--- config.mk ---
export PLATFORM = sky130hd
export DESIGN_NAME = aw_video_cmd_engine
export DESIGN_NICKNAME = d
export VERILOG_FILES = /design/src/rtl/aw_video_pkg.sv /design/src/rtl/aw_page_sweep.sv /design/src/rtl/aw_video_cmd_engine.sv
export SDC_FILE = /design/constraint.sdc
export NUM_CORES = 1
export LEC_CHECK = 0
export BUFFER_PORTS_ARGS = -buffer_cell sky130_fd_sc_hd__buf_2
export CAP_MARGIN = 20
export CORE_MARGIN = 2
export CORE_UTILIZATION = 60
export CTS_BUF_LIST = sky130_fd_sc_hd__clkbuf_4
export DETAILED_ROUTE_END_ITERATION = 8
export PLACE_DENSITY = 0.84
export REMOVE_ABC_BUFFERS = 1
export SYNTH_ARGS = -nofsm -noshare
export SYNTH_HDL_FRONTEND = slang
export SYNTH_SLANG_ARGS = --single-unit
--- constraint.sdc ---
create_clock -name clk -period 4.6 [get_ports clk]
set_input_delay 0.23 -clock clk [delete_from_list [all_inputs] [get_ports clk]]
set_output_delay 0.23 -clock clk [all_outputs]
set_load 0.01 [all_outputs]
--- src/rtl/aw_video_pkg.sv ---
// Shared types, op codes and page-resolution helper for the video command engine.
package aw_video_pkg;

    localparam int unsigned OP_W    = 3;
    localparam int unsigned ARG_W   = 8;
    localparam int unsigned PAGE_W  = 2;
    localparam int unsigned COLOR_W = 4;
    localparam int unsigned PAL_W   = 5;

    localparam logic [OP_W-1:0] OP_SELECT = 3'd0;
    localparam logic [OP_W-1:0] OP_FILL   = 3'd1;
    localparam logic [OP_W-1:0] OP_COPY   = 3'd2;
    localparam logic [OP_W-1:0] OP_BLIT   = 3'd3;
    localparam logic [OP_W-1:0] OP_SETPAL = 3'd4;

    localparam logic [ARG_W-1:0] PAGE_CUR  = 8'hFE;
    localparam logic [ARG_W-1:0] PAGE_BACK = 8'hFF;

    typedef enum logic [2:0] {
        ST_IDLE       = 3'd0,
        ST_FILL       = 3'd1,
        ST_COPY       = 3'd2,
        ST_COPY_DRAIN = 3'd3,
        ST_BLIT_WAIT  = 3'd4
    } state_t;

    // Command context captured at acceptance and used while the command runs.
    typedef struct packed {
        logic [PAGE_W-1:0]  src;
        logic [PAGE_W-1:0]  dst;
        logic [COLOR_W-1:0] colour;
        logic               blit_swap;
        logic [PAGE_W-1:0]  blit_page;
    } cmd_ctx_t;

    // Maps a page argument to a physical page; 0xFE/0xFF alias the work/back pages.
    function automatic logic [PAGE_W-1:0] resolve_page(
        input logic [ARG_W-1:0]  p,
        input logic [PAGE_W-1:0] work,
        input logic [PAGE_W-1:0] back
    );
        logic [PAGE_W-1:0] r;
        r = p[PAGE_W-1:0];
        if (p == PAGE_CUR) begin
            r = work;
        end else if (p == PAGE_BACK) begin
            r = back;
        end
        return r;
    endfunction

endpackage

--- src/rtl/aw_page_sweep.sv ---
// Pixel index counter shared by the fill and copy sweeps; saturates at the last pixel.
module aw_page_sweep #(
    parameter int unsigned NPIX  = 8,
    parameter int unsigned CNT_W = 3
) (
    input  logic             clk,
    input  logic             reset,
    input  logic             start,
    input  logic             step,
    output logic [CNT_W-1:0] index,
    output logic             done_c
);

    assign done_c = (index == CNT_W'(NPIX - 1));

    // Restart at zero on start, otherwise advance one pixel per step until the end.
    always_ff @(posedge clk) begin
        if (reset) begin
            index <= '0;
        end else if (start) begin
            index <= '0;
        end else if (step && !done_c) begin
            index <= index + CNT_W'(1);
        end
    end

endmodule

--- src/rtl/aw_video_cmd_engine.sv ---
// Executes VM video opcodes against a 4-page, 4-bpp framebuffer and owns the page/palette state.
module aw_video_cmd_engine
    import aw_video_pkg::*;
#(
    parameter int unsigned WIDTH  = 320,
    parameter int unsigned HEIGHT = 200,
    parameter int unsigned ADDR_W = 18
) (
    input  logic                clk,
    input  logic                reset,
    input  logic                cmd_valid,
    output logic                cmd_ready,
    input  logic [OP_W-1:0]     cmd_op,
    input  logic [ARG_W-1:0]    cmd_arg0,
    input  logic [ARG_W-1:0]    cmd_arg1,
    input  logic                vblank,
    output logic [ADDR_W-1:0]   fb_raddr,
    output logic                fb_re,
    input  logic [COLOR_W-1:0]  fb_rdata,
    output logic [ADDR_W-1:0]   fb_waddr,
    output logic [COLOR_W-1:0]  fb_wdata,
    output logic                fb_we,
    output logic [PAGE_W-1:0]   work_page,
    output logic [PAGE_W-1:0]   display_page,
    output logic [PAL_W-1:0]    palette_id,
    output logic                palette_strobe,
    output logic                busy
);

    localparam int unsigned NPIX  = WIDTH * HEIGHT;
    localparam int unsigned CNT_W = (NPIX > 1) ? $clog2(NPIX) : 1;

    // Linear framebuffer address of pixel n in a page, truncated to the bus width.
    function automatic logic [ADDR_W-1:0] pix_addr(input logic [PAGE_W-1:0] page,
                                                   input logic [CNT_W-1:0] n);
        return ADDR_W'(ADDR_W'(page) * ADDR_W'(NPIX) + ADDR_W'(n));
    endfunction

    state_t state, state_n;

    logic [PAGE_W-1:0]  work_q, work_n;
    logic [PAGE_W-1:0]  back_q, back_n;
    logic [PAGE_W-1:0]  disp_q, disp_n;
    logic [PAL_W-1:0]   pal_q, pal_n;
    logic               strobe_q, strobe_n;
    logic               re_q, re_n;
    logic               we_q, we_n;
    logic [ADDR_W-1:0]  raddr_q, raddr_n;
    logic [ADDR_W-1:0]  waddr_q, waddr_n;
    logic [COLOR_W-1:0] wdata_q, wdata_n;
    logic               copy_wr_q, copy_wr_n;
    cmd_ctx_t           ctx_q, ctx_n;

    logic               sweep_start, sweep_step, sweep_done_c;
    logic [CNT_W-1:0]   sweep_idx, idx_inc;
    logic [PAGE_W-1:0]  res0, res1;

    aw_page_sweep #(
        .NPIX  (NPIX),
        .CNT_W (CNT_W)
    ) u_sweep (
        .clk    (clk),
        .reset  (reset),
        .start  (sweep_start),
        .step   (sweep_step),
        .index  (sweep_idx),
        .done_c (sweep_done_c)
    );

    assign idx_inc = sweep_idx + CNT_W'(1);
    assign res0    = resolve_page(cmd_arg0, work_q, back_q);
    assign res1    = resolve_page(cmd_arg1, work_q, back_q);

    assign cmd_ready      = (state == ST_IDLE);
    assign busy           = ~cmd_ready;
    assign fb_raddr       = raddr_q;
    assign fb_re          = re_q;
    assign fb_waddr       = waddr_q;
    assign fb_we          = we_q;
    // Copy writes forward the read data straight through; it arrives in the write cycle.
    assign fb_wdata       = copy_wr_q ? fb_rdata : wdata_q;
    assign work_page      = work_q;
    assign display_page   = disp_q;
    assign palette_id     = pal_q;
    assign palette_strobe = strobe_q;

    // State register.
    always_ff @(posedge clk) begin
        if (reset) begin
            state <= ST_IDLE;
        end else begin
            state <= state_n;
        end
    end

    // Next-state and next-output decode; outputs are computed one cycle ahead.
    always_comb begin
        state_n     = state;
        work_n      = work_q;
        back_n      = back_q;
        disp_n      = disp_q;
        pal_n       = pal_q;
        strobe_n    = 1'b0;
        re_n        = 1'b0;
        we_n        = 1'b0;
        raddr_n     = raddr_q;
        waddr_n     = waddr_q;
        wdata_n     = wdata_q;
        copy_wr_n   = 1'b0;
        ctx_n       = ctx_q;
        sweep_start = 1'b0;
        sweep_step  = 1'b0;

        case (state)
            ST_IDLE: begin
                if (cmd_valid) begin
                    case (cmd_op)
                        OP_SELECT: begin
                            work_n = res0;
                        end
                        OP_SETPAL: begin
                            pal_n    = cmd_arg0[PAL_W-1:0];
                            strobe_n = 1'b1;
                        end
                        OP_FILL: begin
                            ctx_n.dst    = res0;
                            ctx_n.colour = cmd_arg1[COLOR_W-1:0];
                            sweep_start  = 1'b1;
                            we_n         = 1'b1;
                            waddr_n      = pix_addr(res0, '0);
                            wdata_n      = cmd_arg1[COLOR_W-1:0];
                            state_n      = ST_FILL;
                        end
                        OP_COPY: begin
                            ctx_n.src   = res0;
                            ctx_n.dst   = res1;
                            sweep_start = 1'b1;
                            re_n        = 1'b1;
                            raddr_n     = pix_addr(res0, '0);
                            state_n     = ST_COPY;
                        end
                        OP_BLIT: begin
                            ctx_n.blit_swap = (cmd_arg0 == PAGE_BACK);
                            ctx_n.blit_page = res0;
                            state_n         = ST_BLIT_WAIT;
                        end
                        default: begin
                        end
                    endcase
                end
            end
            ST_FILL: begin
                if (sweep_done_c) begin
                    state_n = ST_IDLE;
                end else begin
                    sweep_step = 1'b1;
                    we_n       = 1'b1;
                    waddr_n    = pix_addr(ctx_q.dst, idx_inc);
                    wdata_n    = ctx_q.colour;
                end
            end
            ST_COPY: begin
                // The pixel read this cycle becomes the write of the next cycle.
                we_n      = 1'b1;
                copy_wr_n = 1'b1;
                waddr_n   = pix_addr(ctx_q.dst, sweep_idx);
                if (sweep_done_c) begin
                    state_n = ST_COPY_DRAIN;
                end else begin
                    sweep_step = 1'b1;
                    re_n       = 1'b1;
                    raddr_n    = pix_addr(ctx_q.src, idx_inc);
                end
            end
            ST_COPY_DRAIN: begin
                state_n = ST_IDLE;
            end
            ST_BLIT_WAIT: begin
                if (vblank) begin
                    if (ctx_q.blit_swap) begin
                        disp_n = back_q;
                        back_n = disp_q;
                    end else begin
                        disp_n = ctx_q.blit_page;
                    end
                    state_n = ST_IDLE;
                end
            end
            default: begin
                state_n = ST_IDLE;
            end
        endcase
    end

    // Page, palette and framebuffer port registers.
    always_ff @(posedge clk) begin
        if (reset) begin
            work_q    <= 2'd0;
            back_q    <= 2'd1;
            disp_q    <= 2'd2;
            pal_q     <= '0;
            strobe_q  <= 1'b0;
            re_q      <= 1'b0;
            we_q      <= 1'b0;
            raddr_q   <= '0;
            waddr_q   <= '0;
            wdata_q   <= '0;
            copy_wr_q <= 1'b0;
            ctx_q     <= '0;
        end else begin
            work_q    <= work_n;
            back_q    <= back_n;
            disp_q    <= disp_n;
            pal_q     <= pal_n;
            strobe_q  <= strobe_n;
            re_q      <= re_n;
            we_q      <= we_n;
            raddr_q   <= raddr_n;
            waddr_q   <= waddr_n;
            wdata_q   <= wdata_n;
            copy_wr_q <= copy_wr_n;
            ctx_q     <= ctx_n;
        end
    end

endmodule

==> results of run 1 <==
layer usage:
metal	track usage, %	part of all wire, %	up-vias
li1	-	-	2279
met4	10.0	1.7	0
met2	46.5	48	133
met3	5.25	4.9	16
met1	37.0	46	2255
met5	0	0	-
path summary, 6_finish.rpt:
| check | startpoint | endpoint |
|---|---|---|
| max | u_sweep.index[3] | fb_waddr[17] |
| min reg2reg | fb_waddr[8] | fb_waddr[8] |
| min | cmd_arg0[2] | palette_id[2] |
| max reg2reg | u_sweep.index[3] | fb_waddr[17] |
cells in the mapped netlist, types with 6 or more instances:
library cell  count
a211oi_1         11
a21oi_1          27
a311oi_1          8
a31oi_1           8
buf_2            26
clkbuf_1         15
dfxtp_1          85
ha_1             24
inv_1            20
mux2_2            6
mux2i_1          22
nand2_1          51
nand3_1          25
nand4_1          10
nor2_1           89
nor3_1           23
o21ai_0          17
o41ai_1           8
xnor2_1          20
xor2_1           24
power breakdown:
| part | internal (mW) | switching [mW] |
|---|---|---|
| clock | 0.176 | 0.288 |
| sequential | 0.770 | 0.0252 |
| combinational | 0.104 | 0.172 |
| total | 1.05 | 0.485 |
worst min-delay path: cells and delay by family:
| family | cells | cell delay, ns |
|---|---|---|
| buf+inv | 1 | 0.09 |
| mux | 1 | 0.06 |
| simple gates | 1 | 0.07 |
final cells by class:
class	count	area, sq um
Timing Repair Buffer	89	470
Fill cell	672	2610
Sequential cell	85	1700
Clock inverter	6	71.3
Clock buffer	10	75.1
Tap cell	105	131
Multi-Input combinational cell	460	3080
Inverter	22	82.6
logic make-up (layout without fill, tap and decap cells):
group,after synthesis,after routing
AO/OA/AOI/OAI,115,115
AND/OR/NAND/NOR,247,247
buffers and inverters,68,127
XOR/XNOR,44,44
flip-flops,85,85
adder cells (fa/ha/maj),26,26
multiplexers,28,28
registers in the layout, indices dropped and copies added (netlist names):
register,flops
palette_strobe,1
fb_re,1
fb_we,1
fb_waddr,18
work_page,2
back_q,2
palette_id,5
wdata_q,4
fb_raddr,18
display_page,2
state,3
u_sweep.index,16
copy_wr_q,1
ctx_q,11
placed cells by master, fill, tap and decap left out, types with 3 or more instances in the layout:
master,count
nand2b_1,3
buf_2,80
mux2i_1,22
or3_1,4
nor4_1,5
a31oi_1,8
nor2b_1,4
clkbuf_4,10
o221ai_1,4
a221oi_1,3
a311oi_1,8
o31ai_1,3
nor3b_1,3
nor2_1,89
buf_4,8
mux2_2,6
nand2_1,51
o41ai_1,8
dfxtp_1,85
a21o_1,3
o211ai_1,5
o21ai_0,17
nand3_1,25
and4bb_2,3
a211oi_1,11
nor3_1,23
nand4_1,10
xnor2_1,20
and4_1,3
a21oi_1,27
or2_2,3
xor2_1,24
ha_1,24
o21a_1,3
inv_1,20
stage by stage:
step           util (%)  instances  setup WS, ns  area, sq um
3_3_place_gp       66.3        759          1.47         5440
5_1_grt            68.3        777         0.924         5610
6_report           68.3        777          1.21         5610
3_5_place_dp       66.3        759          1.31         5440
2_1_floorplan         -        567          1.68         4860
4_1_cts            68.2        776          1.27         5600
==> metrics.cfg, run 1 <==
[floorplanning]
io-pin-count = 81
initial_utilization_pct = 61.8
fp.dieH_microns = 96.0
num_rows = 33
coreArea_sq_mm = 0.00822
die-area_sq_mm = 0.00922
die_w_microns = 96.0

[final_layout]
drive_gt1_share_pct = 19.8
syn_to_final_growth_pct = 10.4
n_antenna_cell = 0
nNetsFinal = 720

[timing]
fin_skew_ns = 0.0129
period_needed_ns = 3.39
worst_pin_slew_ns = 0.725
slew_headroom_pct = 51.4
slew_viol_final = 0
fmax_ghz = 0.295
post-route-period-util_pct = 73.8
rsz0062_at_grt = no
final-setup-viol-count = 0
final_hold_viol_count = 0
setup-tns-final_ns = 0
whs_ns = 0.0144

[yosys]
synth_top_area_share_pct = 33.5
syn_inst = 613
synth_top_area_cell = dfxtp_1
synth_simple_gate_area_share_pct = 25.0
synth-main-ff-cell = dfxtp_1
synthAdderAreaFrac_pct = 6.70
synthMuxAreaShare_pct = 5.66
synth_xor_xnor_area_share_pct = 7.58
synth_seq_cells = 85
synth_area_leaders = dfxtp_1 (33%), nor2_1 (6.6%), ha_1 (5.9%)
synth_top_family_by_area = simple AND/OR/NAND/NOR gates
synthesis.area_sq_mm = 0.00508
synth_edf_count = 0
synth_cell_type_count = 69
ys_async_sr_fraction_pct = 0
synth_compound_area_share_pct = 15.5
syn_area_per_cell_sq_um = 8.29
synth_warnings = 0
ys_seq_area_share_pct = 33.5

[drt]
ant_nets = 0
drt-total-wl_microns = 12600
viasPerCell = 6.03
route.detailed.drc = 0
drtPass1Iterations = 4
wl_per_cell_microns = 16.3
drt_iter0_markers = 222
via_count = 4683

[grt]
track_usage_pct = 28.3
gr-total-overflow = 0
grt_pass1_wl_microns = 20300
grt_max_degree = 64
grt_pass1_vias = 4219
antenna_found_initial = 0

[worst_hold_path]
whs_path_depth = 3
hold_class = input pin to flop

[clocking]
cts-root-buf = clkbuf_4
path_clk_slew_ns = 0.15
cts_buffers = 9
clk_latency_ns = 0.47
ctsResizeCount = 0
cts_buffer_depth = 2
tritoncts = yes
cts.sinks = 85
cts_hold_buf = 1
cts_max_level = 3
postCtsSetupBuffers = 0

[power_and_ir_drop]
powerDensity_mw_per_mm2 = 274
total_leakage_power_nw = 2.37
power_mw = 1.54
ir_drop_v = 0.000171

[placed_design]
io_buffer_count = 80
gp_congestion = 0.919
post-dp-hpwl_microns = 9060

[run]
drv_cap = 0

[setup_path]
worstPathRequired_ns = 5.01
crit_chain = nand3_2 -> nor4_1 -> nand2_1 -> xnor2_1 -> ha_1 -> inv_1 -> fa_1 -> nand2b_1 -> a21oi_1 -> o221ai_1 -> xor2_1 -> o221ai_1
slowest_delay_ns = 0.57
cpMaxStageDelayCell = nor4_1
startpoint_type = flop
worst-r2r-cell-count = 12
path_depth = 12
worst_path_most_repeated_cell = o221ai_1
critical_path_buf_inv_count = 1
r2r_slack_ns = 1.21
critPathTopFamily = simple AND/OR/NAND/NOR gates
crit_type = flop to flop
crit_arrival_ns = 3.80
end_kind = flop
crit_fanout = 13

[run_status]
outcome = finished clean

Power figures use the tool's default switching activity.
==> run 2: changes to the inputs <==
CORE_UTILIZATION = 53   (was 60)
PLACE_DENSITY = 0.78   (was 0.84)
clock period = 2.8 ns   (was 4.6 ns; I/O delays follow)
==> run 2 against run 1 <==
Against the previous run: setup slack lost 1.1 ns; hold slack worse by 0.0033 ns; clock power rose by 70%; die area grew 13%; global-route usage fell by 1.9 points; critical path depth up 1; core utilization is 2.8 points lower; first-iteration DRC count increased by 44%; combinational power increased by 82%; largest power group unchanged.
==> metrics.cfg, run 2 (synthesis gave the netlist of run 1 again) <==
[timing]
slew_headroom_pct = 57.0  ; +5.6 points
final-setup-viol-count = 0  ; unchanged
fin_skew_ns = 0.0227  ; +0.00983 ns
post-route-period-util_pct = 97.8  ; +24 points
worst_pin_slew_ns = 0.642  ; -0.0831 ns
final_hold_viol_count = 0  ; unchanged
fmax_ghz = 0.365  ; +24%
slew_viol_final = 0  ; unchanged
whs_ns = 0.0111  ; -0.00331 ns
period_needed_ns = 2.74  ; -0.656 ns

[floorplanning]
coreArea_sq_mm = 0.00928  ; +13%
die-area_sq_mm = 0.0104  ; +13%
initial_utilization_pct = 54.7  ; -7.1 points
die_w_microns = 102  ; +6.1%
fp.dieH_microns = 102  ; +6.1%
io-pin-count = 81  ; unchanged
num_rows = 35  ; +6.1%

[clocking]
cts_buffer_depth = 2  ; unchanged
cts.sinks = 85  ; unchanged
cts_max_level = 3  ; unchanged
path_clk_slew_ns = 0.16  ; about the same
cts-root-buf = clkbuf_4
tritoncts = yes
clk_latency_ns = 0.45  ; -0.02 ns
cts_buffers = 9  ; unchanged

[grt]
track_usage_pct = 26.4  ; -1.9 points
grt_max_degree = 42  ; -34%
grt_pass1_vias = 4558  ; +8.0%
grt_use_met1_pct = 34.3  ; -2.7 points
antenna_found_initial = 0  ; unchanged
use_met3_pct = 3.83  ; -1.4 points
busiest_layer = met2
gr-total-overflow = 0  ; unchanged
grtUsageMet2_pct = 44.2  ; -2.3 points
grt_pass1_wl_microns = 21900  ; +7.9%

[drt]
viasPerCell = 5.90  ; -2.0%
via_count = 4954  ; +5.8%
drt_iter0_markers = 319  ; +44%
wl_per_cell_microns = 16.5  ; +1.7%
drtPass1Iterations = 5  ; +1
route.detailed.drc = 0  ; unchanged
drt-total-wl_microns = 13900  ; +9.8%
ant_nets = 0  ; unchanged

[power_and_ir_drop]
power_mw = 2.59  ; +69%
total_leakage_power_nw = 2.60  ; +9.5%
ir_drop_v = 0.000247  ; +44%
powerDensity_mw_per_mm2 = 426  ; +56%

[final_layout]
drive_gt1_share_pct = 26.8  ; +7.0 points
stdcell_count = 839  ; +8.0%
fin_area_sq_mm = 0.00607  ; +8.3%
final_common_cell = nor2_1
final_cell_mix = nor2_1 (88), buf_2 (80), dfxtp_1 (76), nand2_1 (51), buf_4 (38)
n_antenna_cell = 0  ; unchanged
nNetsFinal = 758  ; +5.3%
syn_to_final_growth_pct = 19.6

[placed_design]
io_buffer_count = 80  ; unchanged
dp_cells = 811  ; +6.9%
gp_congestion = 0.953  ; +3.7%
placed_cell_area_sq_mm = 0.00568  ; +4.4%
post-dp-hpwl_microns = 9710  ; +7.3%

[worst_hold_path]
hold_class = input pin to flop

[setup_path]
crit_fanout = 3  ; -10
worst-r2r-cell-count = 13  ; +1
cpMaxStageDelayCell = fa_1
startpoint_type = flop
worstPathRequired_ns = 3.19  ; -1.82 ns
crit_type = flop to flop
r2r_slack_ns = 0.06  ; -1.14 ns
worstReg2RegEnd = fb_waddr[17]
critical_path_buf_inv_count = 2  ; +1
endpoint = fb_waddr[17]
crit_arrival_ns = 3.12  ; -0.68 ns
timing.rr.start = u_sweep.index[0]
path_depth = 13  ; +1
end_kind = flop
cp-startpoint = u_sweep.index[0]
crit_chain = nand2_1 -> nor4_2 -> buf_4 -> nand2_1 -> xnor2_1 -> ha_1 -> inv_1 -> fa_1 -> nand2b_4 -> a21oi_4 -> o221ai_1 -> xor2_1 -> o221ai_1
critPathTopFamily = simple AND/OR/NAND/NOR gates
slowest_delay_ns = 0.41  ; -0.16 ns

[run]
drv_cap = 0  ; unchanged

[run_status]
outcome = finished clean

==> run 2: power breakdown <==
part / switching (mW) / internal (mW)
clock network: 0.487 / 0.300
registers: 0.0329 / 1.27
logic: 0.308 / 0.194
==> run 2: worst min-delay path by stage <==
stage                     start             to  slack, ns  depth (start not counted)
finish              cmd_arg1[1]       ctx_q[4]       0.01                          3
global route        cmd_arg1[1]       ctx_q[4]       0.04                          3
CTS                 cmd_arg1[1]       ctx_q[4]      0.002                          3
detailed placement  cmd_arg0[4]  palette_id[4]       0.41                          3
global placement    cmd_arg0[4]  palette_id[4]       0.39                          3
floorplan                 reset      back_q[1]       0.21                          1
==> run 2: layer usage <==
| metal | routed length, microns | vias up | part of all wire [%] |
|---|---|---|---|
| met1 | 5830 | 2382 | 42 |
| met2 | 6900 | 188 | 50 |
| met5 | 0 | - | 0 |
| met4 | 348 | 0 | 2.5 |
| met3 | 799 | 29 | 5.8 |
| li1 | - | 2355 | - |
==> run 2: metrics by stage <==
| stage | setup TNS [ns] | worst slack [ns] | utilization, % |
|---|---|---|---|
| after floorplan | -0.246 | -0.117 | - |
| after global placement | 0 | 0.0660 | 61.2 |
| after detailed placement | -0.0429 | -0.0400 | 61.2 |
| after CTS | -0.0133 | -0.0133 | 63.9 |
| after global routing | -0.162 | -0.0844 | 65.4 |
| final | 0 | 0.0622 | 65.4 |
==> run 2: layout make-up <==
cell class / instances / area, sq um
fill: 771 / 3210
clock buffer: 10 / 75.1
multi-input combinational: 460 / 3190
sequential: 85 / 1710
tap: 129 / 161
inverter: 22 / 82.6
clock inverter: 6 / 76.3
timing repair buffer: 127 / 776
==> run 2: what timing repair did <==
action / in CTS / in global routing
endpoints found under the hold margin: 9 / 0
endpoints found under the setup margin: 3 / 8
pin swaps: 0 / 8
gates resized for setup: 2 / 29
hold buffers: 9 / 0
cloned: 0 / 0
buffers inserted: 0 / 3
==> run 2: worst reg2reg max path: stages (launching register included) <==
cell      delay, ns
dfxtp_2        0.38
nand2_1        0.08
nor4_2         0.29
buf_4          0.18
nand2_1        0.07
xnor2_1        0.15
ha_1           0.19
inv_1          0.06
fa_1           0.41
nand2b_4       0.18
a21oi_4        0.18
o221ai_1       0.14
xor2_1         0.17
o221ai_1       0.19
